===== config.mk =====
export PLATFORM = sky130hd
export DESIGN_NAME = jk_bank_ctrl
export DESIGN_NICKNAME = d
export VERILOG_FILES = /design/src/rtl/jk_bank_pkg.sv /design/src/rtl/jk_cell.sv /design/src/rtl/jk_bank_ctrl.sv
export SDC_FILE = /design/constraint.sdc
export NUM_CORES = 1
export LEC_CHECK = 0
export BUFFER_PORTS_ARGS = -buffer_cell sky130_fd_sc_hd__buf_2
export CAP_MARGIN = 10
export CORE_UTILIZATION = 40
export DETAILED_ROUTE_END_ITERATION = 16
export MAX_ROUTING_LAYER = met4
export PLACE_DENSITY = 0.69
export SLEW_MARGIN = 20
export SYNTH_ARGS = -nofsm -noshare
export SYNTH_HDL_FRONTEND = slang
export SYNTH_SLANG_ARGS = --single-unit

===== constraint.sdc =====
create_clock -name clk -period 3 [get_ports clk]
set_input_delay 0.15 -clock clk [delete_from_list [all_inputs] [get_ports clk]]
set_output_delay 0.15 -clock clk [all_outputs]
set_load 0.02 [all_outputs]

===== src/rtl/jk_bank_pkg.sv =====
// rtl/jk_bank_pkg.sv - opcodes and FSM state encoding shared by the JK bank controller
package jk_bank_pkg;

    localparam logic [2:0] OP_NOP    = 3'd0;
    localparam logic [2:0] OP_CLR    = 3'd1;
    localparam logic [2:0] OP_SET    = 3'd2;
    localparam logic [2:0] OP_LOAD   = 3'd3;
    localparam logic [2:0] OP_TOGGLE = 3'd4;
    localparam logic [2:0] OP_UP     = 3'd5;
    localparam logic [2:0] OP_DOWN   = 3'd6;

    typedef enum logic {
        ST_IDLE  = 1'b0,
        ST_COUNT = 1'b1
    } st_t;

endpackage


===== src/rtl/jk_cell.sv =====
// rtl/jk_cell.sv - single JK flip-flop with synchronous active-high reset
module jk_cell (
    input  logic clk,
    input  logic rst,
    input  logic J,
    input  logic K,
    output logic Q,
    output logic Qn
);

    logic r_q;

    always_ff @(posedge clk) begin
        if (rst) begin
            r_q <= 1'b0;
        end else begin
            case ({J, K})
                2'b01:   r_q <= 1'b0;
                2'b10:   r_q <= 1'b1;
                2'b11:   r_q <= ~r_q;
                default: r_q <= r_q;
            endcase
        end
    end

    assign Q  = r_q;
    assign Qn = ~r_q;

endmodule


===== src/rtl/jk_bank_ctrl.sv =====
// rtl/jk_bank_ctrl.sv - command sequencer driving J/K inputs of a WIDTH-cell bank
// Optional DOWN counting is built only when JK_BANK_DOWN_EN is defined.
module jk_bank_ctrl
    import jk_bank_pkg::*;
#(
    parameter int WIDTH  = 4,
    parameter int STEP_W = 4
) (
    input  logic              clk,
    input  logic              rst,
    input  logic              cmd_valid,
    output logic              cmd_ready,
    input  logic [2:0]        cmd_op,
    input  logic [WIDTH-1:0]  cmd_data,
    input  logic [STEP_W-1:0] cmd_steps,
    output logic [WIDTH-1:0]  Q,
    output logic [WIDTH-1:0]  Qn,
    output logic              done,
    output logic              wrap
);

    st_t               r_state;
    logic [STEP_W-1:0] r_step_cnt;
    logic              r_done;
    logic              r_wrap;

    logic              w_accept;
    logic              w_cnt_op;
    logic              w_cnt_start;
    logic              w_step_wrap;
    logic [WIDTH-1:0]  w_up_t;
    logic [WIDTH-1:0]  w_step_t;
    logic [WIDTH-1:0]  w_j;
    logic [WIDTH-1:0]  w_k;

    assign cmd_ready   = (r_state == ST_IDLE) && !rst;
    assign w_accept    = cmd_valid && cmd_ready;
    assign w_cnt_start = w_accept && w_cnt_op && (cmd_steps != '0);

    // Classic synchronous counter: a cell toggles when all lower cells are 1 (up) or 0 (down).
    assign w_up_t[0] = 1'b1;
    for (genvar i = 1; i < WIDTH; i++) begin : g_up
        assign w_up_t[i] = &Q[i-1:0];
    end

`ifdef JK_BANK_DOWN_EN
    logic             r_down;
    logic [WIDTH-1:0] w_dn_t;

    assign w_dn_t[0] = 1'b1;
    for (genvar i = 1; i < WIDTH; i++) begin : g_dn
        assign w_dn_t[i] = &Qn[i-1:0];
    end

    assign w_cnt_op    = (cmd_op == OP_UP) || (cmd_op == OP_DOWN);
    assign w_step_t    = r_down ? w_dn_t : w_up_t;
    assign w_step_wrap = r_down ? &Qn : &Q;
`else
    assign w_cnt_op    = (cmd_op == OP_UP);
    assign w_step_t    = w_up_t;
    assign w_step_wrap = &Q;
`endif

    always_comb begin
        w_j = '0;
        w_k = '0;
        if (r_state == ST_COUNT) begin
            w_j = w_step_t;
            w_k = w_step_t;
        end else if (w_accept) begin
            case (cmd_op)
                OP_CLR:    w_k = '1;
                OP_SET:    w_j = '1;
                OP_LOAD: begin
                    w_j = cmd_data;
                    w_k = ~cmd_data;
                end
                OP_TOGGLE: begin
                    w_j = cmd_data;
                    w_k = cmd_data;
                end
                default: ;
            endcase
        end
    end

    always_ff @(posedge clk) begin
        if (rst) begin
            r_state    <= ST_IDLE;
            r_step_cnt <= '0;
            r_done     <= 1'b0;
            r_wrap     <= 1'b0;
`ifdef JK_BANK_DOWN_EN
            r_down     <= 1'b0;
`endif
        end else begin
            r_done <= 1'b0;
            r_wrap <= 1'b0;
            case (r_state)
                ST_IDLE: begin
                    if (w_cnt_start) begin
                        r_state    <= ST_COUNT;
                        r_step_cnt <= cmd_steps;
`ifdef JK_BANK_DOWN_EN
                        r_down     <= (cmd_op == OP_DOWN);
`endif
                    end else if (w_accept) begin
                        r_done <= 1'b1;
                    end
                end
                ST_COUNT: begin
                    r_wrap     <= w_step_wrap;
                    r_step_cnt <= r_step_cnt - 1'b1;
                    if (r_step_cnt == STEP_W'(1)) begin
                        r_state <= ST_IDLE;
                        r_done  <= 1'b1;
                    end
                end
                default: r_state <= ST_IDLE;
            endcase
        end
    end

    for (genvar i = 0; i < WIDTH; i++) begin : g_cell
        jk_cell u_cell (
            .clk (clk),
            .rst (rst),
            .J   (w_j[i]),
            .K   (w_k[i]),
            .Q   (Q[i]),
            .Qn  (Qn[i])
        );
    end

    assign done = r_done;
    assign wrap = r_wrap;

endmodule

==> out/results.tsv <==
metric	value	unit
DR WL/cell	11.9	µm
# setup viols final	0	
Detailed Route WL	1.68	mm
H-tree Lvls	1	
Sink Count	11	
CTS tree	done	
total number of vias	777	
Final Hold Vio Count	0	
Syn Inst Count	101	
hold_buf cts	0	
commonest non-fill, non-tap cell in the layout	buf_2	
Synth warnings	0	
RR Startpoint	r_state$_SDFF_PP0_	
register area share after synthesis	27.5	%
Row Count	15	
first-pass GRT wire length	2.63	mm
top area cells in the synthesized netlist	dfxtp_1 (27%), buf_4 (7.5%), a211oi_1 (5.6%)	
largest net degree at the start of global routing	16	
Num CTS Buffers	3	
Total Nets Final	133	
worst reg-to-reg path cell count	4	
Max Freq	0.600	GHz
Via density	5.51	
PostCTS Resize Cnt	0	
P_leak	0.327	nW
Power Total	0.000343	W
Hold Path Depth	3	
Clk pin slew, worst setup/hold paths	70	ps
fin cells	141	
CP startpoint	r_state$_SDFF_PP0_	
worst path arrival time	1820	ps
flop-to-flop setup slack	1330	ps
measured slew at the worst slew-check pin	460	ps
fin crit period	1670	ps
Synth Cell Area	802	µm²
Critical Path RT	3150	ps
kind of critical path	reg2reg	
Post-Syn Area per Cell	7.94	µm²
most frequent cells in the layout	buf_2 (24), dfxtp_1 (11), inv_1 (8), a21oi_1 (8), a211oi_1 (6)	
postcts setup bufs	0	
post-route antenna net violation count	0	
final worst path period share	55.6	%
Hold Crit Class	in2reg	
share of cells above drive strength 1	25.0	%
status	finished, final reports clean	
die area	2190	µm²
Filler cells	195	
Setup TNS	0	ps
Layout Skew	2.55	ps
I/O Buffers	24	
Pre-antenna DRT Iters	4	
Hold Path Origin	cmd_steps[2]	
Crit. End Element	flip-flop	
placed instance count	137	
Yosys top cell by area	dfxtp_1	
syn_nets	117	
Die Y	46.8	µm
boundary pin count	25	
Placed Area	871	µm²
antenna violations before repair	0	
root buf cell	clkbuf_4	
Iteration-0 DRC Markers	15	
PwrDens	382	nW/µm²
CP max FO	13	
Max clock buf depth	2	
routability cong.	0.880	
Worst Setup Start Kind	flip-flop	
area share of the leading cell type in the synthesized netlist	27.5	%
Initial Utilization	44.5	%
vias in the first global route	635	
latest clock arrival within the worst-skew pair	270	ps
hold path endpoint	r_step_cnt[2]$_SDFFE_PP0P_	
Die W	46.8	µm
Post-route DRC	0	
Slew HR	69.2	%
number of diodes	0	
RSZ-0062 raised after global routing	no	
Worst R2R End	done$_SDFF_PP0_	
Netlist cell types	33	
Overflow after GRT	0	
Core Box Area	1800	µm²
Max Cap Viol	0	
VDD IR max	0.223	mV
GR Util All Layers	18.2	%
finished layout cell area	897	µm²
Seq cells post-synth	11	
post-DP HPWL	1.32	mm
max-slew violations	0	
Area growth, synth to finish	11.9	%
-- per-layer routing --
metal / track usage (%) / share of wire [%] / vias to the layer above
met1: 22.9 / 48 / 349
met2: 25.3 / 44 / 21
met3: 6.92 / 5.2 / 4
li1: - / - / 403
met4: 9.14 / 2.0 / 0
met5: - / 0 / -
-- report_power, final --
group	total [W]	switching, W	internal [W]
Sequential	0.000161	0.00000856	0.000153
Combinational	0.0000809	0.0000475	0.0000334
Clock	0.000100	0.0000490	0.0000514
-- critical path, cell delays in order, from the launching register on --
cell and delay (ps):
dfxtp_1 430, or3b_1 520, a211o_1 340, a21oi_1 200, nor2_1 60
-- stage by stage --
stage               setup slack, ps  hold slack (ps)  utilization, %
floorplan                      1600              233               -
global placement               1410              454            48.3
detailed placement             1340              472            48.3
CTS                            1330              184            49.8
global route                   1250              199            49.8
finish                         1330              195            49.8
-- cell type report --
cell class | instances | area (µm²) | area share [%]
multi-input combinational | 69 | 469 | 52.3
sequential | 11 | 220 | 24.5
timing repair buffer | 24 | 120 | 13.4
tap | 25 | 31.3 | 3.49
inverter | 8 | 30.0 | 3.35
clock buffer | 4 | 26.3 | 2.93
-- state kept, by name, summed over array words and instances, names as in the netlist --
name             cells
g_cell.u_cell.Q      4
r_step_cnt           4
done                 1
r_state              1
wrap                 1
-- how the worst max path moves through the flow --
| stage | endpoint | slack (ps) | depth (start not counted) |
|---|---|---|---|
| after CTS | done$_SDFF_PP0_ | 1330 | 4 |
| after global routing | done$_SDFF_PP0_ | 1250 | 4 |
| final | done$_SDFF_PP0_ | 1330 | 4 |
| after floorplan | r_step_cnt[3]$_SDFFE_PP0P_ | 1600 | 5 |
| after detailed placement | done$_SDFF_PP0_ | 1340 | 4 |
| after global placement | done$_SDFF_PP0_ | 1410 | 4 |
-- cell usage after synthesis --
master / instances
a2111oi_0: 1
a211o_1: 1
a211oi_1: 6
a211oi_2: 1
a21oi_1: 8
a221oi_1: 1
a2bb2oi_1: 1
a32o_1: 4
a32oi_1: 2
and2_1: 1
buf_2: 3
buf_4: 8
clkbuf_1: 2
dfxtp_1: 11
ha_1: 2
inv_1: 8
nand2_1: 5
nand2b_1: 5
nand3_1: 5
nand3b_1: 2
nor2_1: 4
nor2_2: 1
nor2b_1: 4
nor3_1: 2
nor3b_1: 3
nor4_1: 2
o211a_1: 1
o21ai_0: 1
o311ai_0: 2
o31ai_1: 1
o41ai_1: 1
or3b_1: 1
xnor2_1: 1
-- cell families after synthesis --
family	share of synthesized area (%)
XOR/XNOR	1.09
flip-flops	27.5
adder cells (fa/ha/maj)	3.12
AO/OA/AOI/OAI	29.8
AND/OR/NAND/NOR	24.5
buffers and inverters	14.0
Note: power is estimated with default switching activity, not from simulation.
